[config.mk]
export PLATFORM = sky130hd
export DESIGN_NAME = mem_lsu_ctrl
export DESIGN_NICKNAME = d
export VERILOG_FILES = /design/src/rtl/mem_lsu_pkg.sv /design/src/rtl/mem_lsu_load_ext.sv /design/src/rtl/mem_lsu_ctrl.sv
export SDC_FILE = /design/constraint.sdc
export NUM_CORES = 1
export LEC_CHECK = 0
export ABC_AREA = 1
export BUFFER_PORTS_ARGS = -buffer_cell sky130_fd_sc_hd__buf_2
export CORE_ASPECT_RATIO = 1.25
export CORE_MARGIN = 2
export CORE_UTILIZATION = 40
export DETAILED_ROUTE_END_ITERATION = 10
export PLACE_DENSITY = 0.68
export SKIP_CTS_REPAIR_TIMING = 1
export SLEW_MARGIN = 20
export SYNTH_ARGS = -nofsm -noshare
export SYNTH_HDL_FRONTEND = slang
export SYNTH_HIERARCHICAL = 1
export SYNTH_SLANG_ARGS = --single-unit
[constraint.sdc]
create_clock -name clk -period 1.62 [get_ports clk]
set_clock_uncertainty 0.05 [all_clocks]
set_input_delay 0.081 -clock clk [delete_from_list [all_inputs] [get_ports clk]]
set_output_delay 0.081 -clock clk [all_outputs]
set_load 0.02 [all_outputs]
[src/rtl/mem_lsu_pkg.sv]
// mem_lsu_pkg: funct3 codes, FSM states and byte-mask constants shared by the LSU.
package mem_lsu_pkg;
    localparam logic [2:0] F3_B  = 3'd0;
    localparam logic [2:0] F3_H  = 3'd1;
    localparam logic [2:0] F3_W  = 3'd2;
    localparam logic [2:0] F3_BU = 3'd4;
    localparam logic [2:0] F3_HU = 3'd5;
    localparam logic [3:0] MASK_WORD = 4'hF;

    typedef enum logic [1:0] {IDLE, ISSUE, ISSUE_HI, RESP} lsu_state_t;

    function automatic logic f3_illegal(input logic we, input logic [2:0] f3);
        return we ? (f3 > F3_W) : !(f3 inside {F3_B, F3_H, F3_W, F3_BU, F3_HU});
    endfunction
endpackage

[src/rtl/mem_lsu_load_ext.sv]
// mem_lsu_load_ext: selects the addressed byte/half of a memory word and sign/zero extends it.
module mem_lsu_load_ext
    import mem_lsu_pkg::*;
(
    input  logic [2:0]  funct3_i,
    input  logic [1:0]  off_i,
    input  logic [31:0] word_i,
    output logic [31:0] data_o
);
    logic [7:0]  b;
    logic [15:0] h;

    always_comb begin
        b = 8'(word_i >> {off_i, 3'b000});
        h = off_i[1] ? word_i[31:16] : word_i[15:0];
        data_o = funct3_i == F3_B  ? {{24{b[7]}}, b} :
                 funct3_i == F3_BU ? {24'b0, b} :
                 funct3_i == F3_H  ? {{16{h[15]}}, h} :
                 funct3_i == F3_HU ? {16'b0, h} : word_i;
    end
endmodule

[src/rtl/mem_lsu_ctrl.sv]
// mem_lsu_ctrl: RV32I load/store sequencer to a registered-read, byte-lane-write word memory.
// MEM_LSU_MISALIGN_EXC_EN: misaligned half/word accesses error out instead of being aligned down.
module mem_lsu_ctrl
    import mem_lsu_pkg::*;
#(
    parameter int ADDW = 12
) (
    input  logic            clk,
    input  logic            rst,
    input  logic            req_valid,
    output logic            req_ready,
    input  logic            req_we,
    input  logic [2:0]      req_funct3,
    input  logic [31:0]     req_addr,
    input  logic [31:0]     req_wdata,
    output logic            rsp_valid,
    output logic [31:0]     rsp_rdata,
    output logic            rsp_err,
    output logic [ADDW-1:0] mem_address,
    output logic            mem_ld,
    output logic            mem_str,
    output logic [3:0]      mem_byte_masking,
    output logic [31:0]     mem_data_in,
    input  logic [31:0]     mem_data_out
);
    lsu_state_t      state_q, state_d;
    logic            we_q, we_d, err_q, err_d;
    logic [2:0]      f3_q, f3_d;
    logic [ADDW+1:0] addr_q, addr_d;
    logic [31:0]     wdata_q, wdata_d;
    logic            accept, misalign, issue;
    logic [1:0]      lane;
    logic [7:0]      st_byte;
    logic [31:0]     ld_data;
    logic            unused_addr_hi;

    // Address bits above the memory size wrap away.
    assign unused_addr_hi = ^req_addr[31:ADDW+2];

    always_comb begin
        accept = req_valid && state_q == IDLE;
`ifdef MEM_LSU_MISALIGN_EXC_EN
        misalign = (req_funct3[1:0] == 2'd1 && req_addr[0]) ||
                   (req_funct3[1:0] == 2'd2 && req_addr[1:0] != 2'b00);
`else
        misalign = 1'b0;
`endif
        we_d    = accept ? req_we : we_q;
        f3_d    = accept ? req_funct3 : f3_q;
        wdata_d = accept ? req_wdata : wdata_q;
        err_d   = accept ? (f3_illegal(req_we, req_funct3) || misalign) : err_q;
        // Halves drop addr[0], words drop addr[1:0]; illegal codes never reach memory.
        addr_d  = accept ? {req_addr[ADDW+1:2],
                            req_funct3[1] ? 2'b00 : req_funct3[0] ? {req_addr[1], 1'b0} : req_addr[1:0]}
                         : addr_q;
        state_d = state_q;
        unique case (state_q)
            IDLE:     state_d = accept ? (err_d ? RESP : ISSUE) : IDLE;
            ISSUE:    state_d = (we_q && f3_q == F3_H) ? ISSUE_HI : RESP;
            ISSUE_HI: state_d = RESP;
            RESP:     state_d = IDLE;
        endcase
    end

    always_comb begin
        issue            = state_q == ISSUE || state_q == ISSUE_HI;
        lane             = state_q == ISSUE_HI ? addr_q[1:0] + 2'd1 : addr_q[1:0];
        st_byte          = state_q == ISSUE_HI ? wdata_q[15:8] : wdata_q[7:0];
        mem_address      = issue ? addr_q[ADDW+1:2] : '0;
        mem_ld           = state_q == ISSUE && !we_q;
        mem_str          = issue && we_q;
        mem_byte_masking = !issue ? 4'h0 : (!we_q || f3_q == F3_W) ? MASK_WORD : {2'b00, lane};
        mem_data_in      = !mem_str ? '0 : f3_q == F3_W ? wdata_q : 32'(st_byte) << {lane, 3'b000};
        req_ready        = state_q == IDLE;
        rsp_valid        = state_q == RESP;
        rsp_err          = rsp_valid && err_q;
        rsp_rdata        = (rsp_valid && !we_q && !err_q) ? ld_data : '0;
    end

    mem_lsu_load_ext u_load_ext (
        .funct3_i (f3_q),
        .off_i    (addr_q[1:0]),
        .word_i   (mem_data_out),
        .data_o   (ld_data)
    );

    always_ff @(posedge clk or posedge rst) begin
        if (rst) begin
            state_q <= IDLE;
            we_q    <= 1'b0;
            err_q   <= 1'b0;
            f3_q    <= '0;
            addr_q  <= '0;
            wdata_q <= '0;
        end else begin
            state_q <= state_d;
            we_q    <= we_d;
            err_q   <= err_d;
            f3_q    <= f3_d;
            addr_q  <= addr_d;
            wdata_q <= wdata_d;
        end
    end
endmodule

==> flow_summary_export.csv <==
group,metric,value,unit
die,die-height,123,um
logic_synthesis,ys_types,25,
clock_network,cts_made_buffers,5,
placement,io_buffers,169,
power,internal_power,5.86,mW
power,combPwrFrac,71.4,%
setup_path,cp_data_arrival_time,1.86,ns
clock_network,clkLatencyLatePin,0.30,ns
setup_path,crit_chain,"buf_4 -> ha_2 -> or3b_4 -> clkbuf_16 -> nor2_1 -> buf_4",
sta,fin_ws,-0.370,ns
setup_path,worst_setup_path_start_kind,"register",
die,dieWidth,99.3,um
sta,max_freq,0.503,GHz
logic_synthesis,ys_ff_latch,53,
logic_synthesis,synth.avg_cell_area,5.71,um^2
setup_path,crit_path_top_delay_cell,"or3b_4",
finish,final_cell_area,0.00707,mm^2
clock_network,cts_tree,"done",
drt,routed_wl,14900,um
sta,holdWs,-0.0415,ns
sta,min_period,1.99,ns
power,seqPwrFrac,19.6,%
sta,post-route-period-util,123,%
sta,finalHoldViolations,2,
setup_path,cp_common_cell,"buf_4",
grt,track_usage,21.2,%
power,p_total,12.1,mW
grt,antenna_found_initial,0,
logic_synthesis,yosysSeqAreaShare,29.2,%
power,p_per_area,1720,mW/mm^2
setup_path,crit_path_end_kind,"output port",
outcome,status,"complete, but fails checks",
logic_synthesis,synthCells,795,
clock_network,clkSlewWorstSetupHoldPaths,0.07,ns
die,core-area,0.0111,mm^2
finish,drive_above_1_share,34.1,%
drt,via_per_inst,4.76,
sta,drv_slew,0,
logic_synthesis,synth_area,0.00454,mm^2
logic_synthesis,yosys_warnings,6,
setup_path,cpLargestDelayFamily,"simple AND/OR/NAND/NOR gates",
sta,rsz0062_at_grt,"yes",
grt,grt_pass1_vias,4585,
sta,slew_headroom,79.9,%
placement,dpl_worst_slack,-0.124,ns
clock_network,clk_root_buffer_cell,"clkbuf_16",
grt,grt_overflow_total,0,
clock_network,clkSinkCount,53,
power,switchingPower,6.29,mW
grt,grt_pass1_wl,21000,um
die,die_area,0.0122,mm^2
setup_path,critPathKind,"reg2out",
run,cap_violations,0,
drt,first_pass_iters,4,
drt,wl_per_cell,12.8,um
finish,nets,1138,
setup_path,max_stage_delay,0.46,ns
clock_network,htreeDepth,2,
drt,drtIter0Drc,273,
placement,hpwl,10100,um
setup_path,cp.required,1.49,ns
logic_synthesis,syn_nets,903,
drt,ant_nets,0,
grt,grt_max_degree,54,
power,sw_frac_of_total,51.7,%
clock_network,cts_buffer_depth,2,
power,leakage,4.11,nW
drt,vias,5546,
placement,place_congestion,0.864,
power,power_frac_clock,9.0,%
min_path,hold_path_class,"in2reg",
setup_path,crit_buf_inv,3,
die,start_util,41.0,%
finish,area_growth,55.8,%
die,fp-row-count,43,
outcome,violations,"hold timing, setup timing",
setup_path,cp_max_fo,8,
sta,setup_viol_count_final,81,
placement,place_area,0.00582,mm^2
die,num_io_pins,188,
power,ir_worst_vdd,1190,uV
drt,route.detailed.drc,0,
finish,num_antenna_cells,0,
sta,worst_pin_slew,0.301,ns
-- metrics by stage --
step	instances	TNS (ns)	hold slack, ns	util (%)
CTS	1117	-27.85	-0.214	53.9
floorplan	795	-0.779	0.141	-
global route	1166	-28.65	0.00109	63.8
finish	1166	-23.12	-0.0415	63.8
global placement	1109	-1.09	0.102	52.5
detailed placement	1109	-3.15	0.111	52.5
-- routing by layer --
metal  track usage (%)  part of all wire [%]  up-vias
met5                 0                     0        -
li1                  -                     -     2800
met2              36.8                    52      219
met3              2.60                   6.8       37
met1              26.0                    37     2490
met4              10.0                   3.5        0
-- worst min-delay path: cells and delay by family --
family,cells,cell delay (ns)
buffers and inverters,1,0.08
AO/OA/AOI/OAI,1,0.07
AND/OR/NAND/NOR,1,0.04
-- kinds of logic (layout without fill, tap and decap cells) --
family / Yosys count / count (layout) / synth area share, %
fa+ha+maj: 5 / 5 / 1.38
compound gates: 45 / 45 / 5.15
simple gates: 517 / 518 / 47.0
flops: 53 / 53 / 29.2
buf+inv: 175 / 410 / 17.3
-- cell usage after synthesis, drive strengths merged --
| cell | n | share of area [%] |
|---|---|---|
| inv | 135 | 11 |
| a31oi | 2 | 0.28 |
| nand2 | 345 | 29 |
| o211ai | 2 | 0.33 |
| or2 | 6 | 0.83 |
| o21ai | 37 | 4.1 |
| ha | 5 | 1.4 |
| o22ai | 1 | 0.14 |
| nor2 | 108 | 11 |
| a21oi | 3 | 0.33 |
| clkinv | 2 | 0.17 |
| nand3 | 57 | 6.4 |
| buf | 32 | 5.5 |
| or3b | 1 | 0.19 |
| clkbuf | 6 | 0.50 |
| dfrtp | 53 | 29 |
-- power by group through the flow --
stage	logic [mW]	registers [mW]	clock network [mW]
5_1_grt	9.60	2.45	1.17
3_3_place_gp	7.38	2.34	0
3_5_place_dp	7.42	2.36	0
6_report	8.68	2.38	1.09
4_1_cts	7.46	2.34	1.11
2_1_floorplan	5.23	2.27	0
-- final cells by class --
cell class,count,area [um^2]
timing repair buffer,265,2120
clock buffer,5,125
fill,1032,4010
multi-input combinational,568,2780
inverter,137,519
clock inverter,3,25.0
sequential,53,1330
tap,135,169
-- cells in the final DEF (no fill, tap or decap), types with 3 or more instances in the layout --
cell           count
nand2_1          312
inv_1            126
buf_2            105
buf_4             70
nand3_1           54
dfrtp_1           49
nor2_1            48
dlygate4sd3_1     43
o21ai_0           37
buf_6             34
nor2_2            32
nand2_2           30
nor2_4            28
inv_2             10
buf_12             9
clkbuf_16          7
or2_2              6
nand2_4            4
dfrtp_2            4
a21oi_1            3
-- final timing paths --
check | start | endpoint | slack [ns] | cells past startpoint
max in group asynchronous | rst | addr_q[0] | 0.93 | 4
min in group asynchronous | rst | addr_q[5] | 0.33 | 4
max | state_q[0] | rsp_rdata[13] | -0.37 | 6
min reg2reg | addr_q[9] | addr_q[9] | 0.43 | 2
max reg2reg | state_q[0] | wdata_q[15] | 0.16 | 8
min | req_wdata[22] | wdata_q[22] | -0.04 | 3
-- registers in the layout, indices dropped and copies added, names as in the netlist --
| register | cells |
|---|---|
| state_q | 2 |
| addr_q | 14 |
| err_q | 1 |
| we_q | 1 |
| wdata_q | 32 |
| f3_q | 3 |
(Power assumes the default switching activity.)
